## config.mk

```make
export PLATFORM = sky130hd
export DESIGN_NAME = btn_event_decoder
export DESIGN_NICKNAME = d
export VERILOG_FILES = /design/src/rtl/btn_event_pkg.sv /design/src/rtl/ms_tick_gen.sv /design/src/rtl/btn_event_decoder.sv
export SDC_FILE = /design/constraint.sdc
export NUM_CORES = 1
export LEC_CHECK = 0
export BUFFER_PORTS_ARGS = -buffer_cell sky130_fd_sc_hd__buf_2
export CAP_MARGIN = 20
export CORE_AREA = 2 2 67 69
export CTS_CLUSTER_SIZE = 16
export DETAILED_ROUTE_END_ITERATION = 12
export DIE_AREA = 0 0 69 71
export MAX_ROUTING_LAYER = met4
export PLACE_DENSITY = 0.73
export SYNTH_ARGS = -nofsm -noshare
export SYNTH_HDL_FRONTEND = slang
export SYNTH_SLANG_ARGS = --single-unit
export TNS_END_PERCENT = 5
```

## constraint.sdc

```tcl
create_clock -name clk -period 3.3 [get_ports clk]
set_input_delay 0.825 -clock clk [delete_from_list [all_inputs] [get_ports clk]]
set_output_delay 0.825 -clock clk [all_outputs]
set_load 0.005 [all_outputs]
```

## src/rtl/btn_event_pkg.sv

```systemverilog
// Shared definitions for the button event decoder: FSM encoding, default timing
// parameters and the millisecond counter width.
package btn_event_pkg;

   localparam int TICK_DIV_DEF  = 50000;
   localparam int LONG_MS_DEF   = 1000;
   localparam int DCLICK_MS_DEF = 300;
   localparam int MS_W          = 16;

   typedef enum logic [2:0] {
      ST_IDLE   = 3'd0,
      ST_PRESS1 = 3'd1,
      ST_WAIT2  = 3'd2,
      ST_PRESS2 = 3'd3,
      ST_LONG   = 3'd4
   } state_e;

   // Saturating increment so a very long hold never wraps back below a threshold.
   function automatic logic [MS_W-1:0] sat_inc(input logic [MS_W-1:0] v);
      return (v == {MS_W{1'b1}}) ? v : v + MS_W'(1);
   endfunction

endpackage

```

## src/rtl/ms_tick_gen.sv

```systemverilog
// Free-running divider: counts 0..TICK_DIV-1 and flags the wrap cycle as a 1 ms tick.
module ms_tick_gen
   import btn_event_pkg::*;
#(
   parameter int TICK_DIV = TICK_DIV_DEF
) (
   input  logic clk,
   input  logic rst_n,
   output logic tick
);

   localparam int CW = (TICK_DIV > 1) ? $clog2(TICK_DIV) : 1;
   localparam logic [CW-1:0] LAST = CW'(TICK_DIV - 1);

   logic [CW-1:0] cnt;

   always_ff @(posedge clk or negedge rst_n) begin
      if (!rst_n) begin
         cnt <= '0;
      end else if (cnt == LAST) begin
         cnt <= '0;
      end else begin
         cnt <= cnt + CW'(1);
      end
   end

   // High during the cycle whose edge performs the wrap to 0.
   assign tick = (cnt == LAST);

endmodule

```

## src/rtl/btn_event_decoder.sv

```systemverilog
// Classifies a debounced active-low button into short press, long press and
// double click events, each reported as a single-cycle registered pulse.
module btn_event_decoder
   import btn_event_pkg::*;
#(
   parameter int TICK_DIV  = TICK_DIV_DEF,
   parameter int LONG_MS   = LONG_MS_DEF,
   parameter int DCLICK_MS = DCLICK_MS_DEF
) (
   input  logic   clk,
   input  logic   rst_n,
   input  logic   db_in,
   output logic   short_p,
   output logic   long_p,
   output logic   dbl_p,
   output logic   held,
   output logic   busy,
   output state_e dbg_state
);

   localparam logic [MS_W-1:0] LONG_TH   = MS_W'(LONG_MS);
   localparam logic [MS_W-1:0] DCLICK_TH = MS_W'(DCLICK_MS);

   logic            tick;
   state_e          state;
   state_e          state_nx;
   logic [MS_W-1:0] ms_cnt;
   logic [MS_W-1:0] ms_inc;
   logic            long_hit;
   logic            dclick_hit;
   logic            short_nx;
   logic            long_nx;
   logic            dbl_nx;

   ms_tick_gen #(
      .TICK_DIV (TICK_DIV)
   ) u_tick (
      .clk   (clk),
      .rst_n (rst_n),
      .tick  (tick)
   );

   // Thresholds count the tick arriving this cycle, so the Nth tick in a state is the hit.
   assign ms_inc     = sat_inc(ms_cnt);
   assign long_hit   = tick && (ms_inc >= LONG_TH);
   assign dclick_hit = tick && (ms_inc >= DCLICK_TH);

   always_comb begin
      state_nx = state;
      short_nx = 1'b0;
      long_nx  = 1'b0;
      dbl_nx   = 1'b0;
      case (state)
         ST_IDLE: begin
            if (!db_in) state_nx = ST_PRESS1;
         end
         ST_PRESS1: begin
            if (db_in) begin
               state_nx = ST_WAIT2;
            end else if (long_hit) begin
               state_nx = ST_LONG;
               long_nx  = 1'b1;
            end
         end
         ST_WAIT2: begin
            if (!db_in) begin
               state_nx = ST_PRESS2;
            end else if (dclick_hit) begin
               state_nx = ST_IDLE;
               short_nx = 1'b1;
            end
         end
         ST_PRESS2: begin
            if (db_in) begin
               state_nx = ST_IDLE;
               dbl_nx   = 1'b1;
            end else if (long_hit) begin
               state_nx = ST_LONG;
               long_nx  = 1'b1;
            end
         end
         ST_LONG: begin
            if (db_in) state_nx = ST_IDLE;
         end
         default: begin
            state_nx = ST_IDLE;
         end
      endcase
   end

   always_ff @(posedge clk or negedge rst_n) begin
      if (!rst_n) begin
         state <= ST_IDLE;
      end else begin
         state <= state_nx;
      end
   end

   // Elapsed time restarts on every state change.
   always_ff @(posedge clk or negedge rst_n) begin
      if (!rst_n) begin
         ms_cnt <= '0;
      end else if (state_nx != state) begin
         ms_cnt <= '0;
      end else if (tick) begin
         ms_cnt <= ms_inc;
      end
   end

   always_ff @(posedge clk or negedge rst_n) begin
      if (!rst_n) begin
         short_p <= 1'b0;
         long_p  <= 1'b0;
         dbl_p   <= 1'b0;
         held    <= 1'b0;
         busy    <= 1'b0;
      end else begin
         short_p <= short_nx;
         long_p  <= long_nx;
         dbl_p   <= dbl_nx;
         held    <= (state_nx == ST_LONG);
         busy    <= (state_nx != ST_IDLE);
      end
   end

   assign dbg_state = state;

endmodule

```

==> summary.txt <==
CTS buffer count: 5
clock-pin slew on the worst setup and hold paths: 0.08 ns
max-cap violation count: 0
drt wl/cell: 15.15 µm
Worst R2R Setup Slack: 0.38 ns
GR Overflow Total: 0
fillers: 361
crit end category: flop
Starting Density: 57.41%
R2R depth: 9
cell accounting for the most synthesized area: dfrtp_1
CP Launch Type: flop
Setup Total Neg Slack: 0 ns
root buf cell: clkbuf_8
switching part of the total power: 20.77%
critical-path maximum fanout: 7
first drt pass iteration count: 4
cell area power density: 393.6 nW/µm²
Synth warnings: 0
EDFF count, synth: 0
Final setup viols: 0
Worst Max-Slew Pin Slew: 0.8790 ns
syn nets: 261
RSZ-0062 raised after global routing: false
Die X: 69 µm
Layout area overhead: 7.828%
CTS sink cnt: 40
Clock Latency Late Sink: 0.29 ns
sequential share of power: 49.2%
largest net degree at the start of global routing: 41
vias per cell: 6.054
combinational power share: 4.7%
nets: 266
DRT antenna net count: 0
Die Footprint: 4899 µm²
dpl cells: 305
drt drc: 0
post-synth top area share: 41.47%
R2R Path End: dbg_state[1]
Lkg Pwr: 1.119 nW
TritonCTS clock tree: done
first-pass GRT wire length: 8197 µm
# IOs: 11
share of layout cells above drive strength 1: 15.33%
fin crit share: 88.40%
Die Ht: 71 µm
Synth area leaders: dfrtp_1 41%, xor2_1 6.2%, xnor2_1 4.0%
core area: 4204 µm²
synthesized area per cell: 9.428 µm²
Rows: 24
async set-reset flop share out of synthesis: 100.0%
min cycle time layout: 2.917 ns
status: complete, no violations
Yosys cell types: 49
DRT iter0 DRCs: 166
Core Util, Final: 61.90%
data arrival time of the worst path: 3.09 ns
register area: 1001 µm²
diode count: 0
Worst Hold Slack: 0.4683 ns
port bufs: 10
CP required: 3.47 ns
final WL: 4742 µm
most frequent cell after synthesis: dfrtp_1
Peak Freq: 342.8 MHz
Final Power: 1.024 mW
Max Root-Sink Buffers: 2
post-synthesis cell area: 2414 µm²
CP Launch Point: ms_cnt[0]
HP Class: reg -> reg
multi-input gate area in the final layout: 1304 µm²
sequential area share after synthesis: 41.47%
count of final max-slew check failures: 0
internal power: 0.8117 mW
Cells after Synth: 256
H-tree depth: 2
Post-synth top flop: dfrtp_1
Final Non-Filler Cells: 313
Max rail drop VDD: 0.2102 mV
vias after detailed routing: 1895
Tot GR Track Use: 21.46%
final-report hold violation count: 0
clock network fraction of design power: 46.1%
reg2reg start: ms_cnt[0]
routability cong.: 0.9678
#FFs+latches synth: 40
clock skew: 0.009521 ns
Crit Path Class: reg -> reg
capture point of the worst path: dbg_state[1]
DP HPWL: 3260 µm
Net Sw Power: 0.2128 mW
vias in the first global route: 1750
antenna violations before repair: 0
Max-slew headroom: 41.40%
top cells by count, synth: 40 x dfrtp_1, 24 x nor2_1, 18 x nand2_1
-- layer usage --
metal / GRT usage, % / part of all wire (%) / wire, µm
met4: 6.972 / 1.2 / 57
met2: 34.72 / 48 / 2258
met1: 27.01 / 47 / 2248
met5: - / 0 / 0
met3: 4.701 / 3.7 / 177
-- power groups by stage --
stage                     Combinational, mW  Clock (mW)  Sequential [mW]
after floorplan                      0.0261           0            0.511
after global placement               0.0429           0            0.513
after global routing                 0.0548       0.500            0.505
final                                0.0481       0.473            0.504
after CTS                            0.0436       0.482            0.503
after detailed placement             0.0435           0            0.513
-- critical path: stages (launching register included) --
cell and delay (ns):
dfrtp_1 0.46, ha_1 0.31, nand3_2 0.20, nor4_1 0.41, mux2i_1 0.28, nand4_1 0.15, or3_1 0.36, o31ai_1 0.35
nand4b_1 0.16, o311ai_0 0.12
-- per-stage QoR --
| stage | instance area (µm²) | setup WS [ns] |
|---|---|---|
| global placement | 2454 | 0.2635 |
| CTS | 2582 | 0.2123 |
| finish | 2603 | 0.3829 |
| global route | 2603 | 0.1120 |
| floorplan | 2414 | 0.8024 |
| detailed placement | 2454 | 0.2116 |
-- logic make-up after synthesis --
kind of cell | synth area share [%]
adders and majority gates | 1.037
buffers and inverters | 4.510
DFF | 41.47
AOI/OAI and AO/OA | 10.21
and+or+nand+nor | 30.53
xor gates and xnor gates | 10.16
muxes | 2.074
-- area by class of cell --
class                      count  share of cell area (%)
clock buffer                   5                   2.644
tap                           52                   2.500
clock inverter                 2                   2.308
inverter                       5                  0.7212
multi-input combinational    196                   50.10
sequential                    40                   38.46
timing repair buffer          13                   3.269
-- worst min path at each step --
stage | cells past startpoint | end | slack, ns | start
global route | 1 | u_tick.cnt[2] | 0.51 | u_tick.cnt[2]
CTS | 1 | u_tick.cnt[0] | 0.48 | u_tick.cnt[0]
detailed placement | 1 | u_tick.cnt[0] | 0.47 | u_tick.cnt[0]
floorplan | 1 | u_tick.cnt[0] | 0.43 | u_tick.cnt[0]
global placement | 1 | u_tick.cnt[0] | 0.44 | u_tick.cnt[0]
finish | 1 | u_tick.cnt[0] | 0.47 | u_tick.cnt[0]
-- registers in the layout, indices dropped and copies added, names as in the netlist --
register    flops
dbl_p           1
held            1
u_tick.cnt     16
busy            1
long_p          1
ms_cnt         16
dbg_state       3
short_p         1
-- cell usage in the layout (no fill, tap or decap), drive strengths merged, types with 2 or more instances in the layout --
master / Yosys / layout
and3: 14 / 14
a21oi: 9 / 9
xnor2: 11 / 11
xor2: 17 / 17
a211oi: 2 / 2
a31oi: 5 / 5
nand4b: 2 / 2
bufinv: 0 / 2
buf: 10 / 13
mux2i: 5 / 5
o311ai: 2 / 2
or3: 2 / 2
o21ai: 3 / 3
and4: 5 / 5
nand2b: 3 / 3
ha: 2 / 2
nor2: 35 / 35
nor4: 5 / 5
nor3: 7 / 7
nor2b: 6 / 6
dfrtp: 40 / 40
nand3: 18 / 18
clkbuf: 5 / 5
inv: 5 / 5
nand4: 10 / 10
nand2: 18 / 18
-- what timing repair did --
item,4_1_cts,5_1_grt
hold buffers,0,0
buffers inserted,0,1
gates resized for setup,0,0
endpoints found under the setup margin,0,6
(Power assumes the default switching activity.)
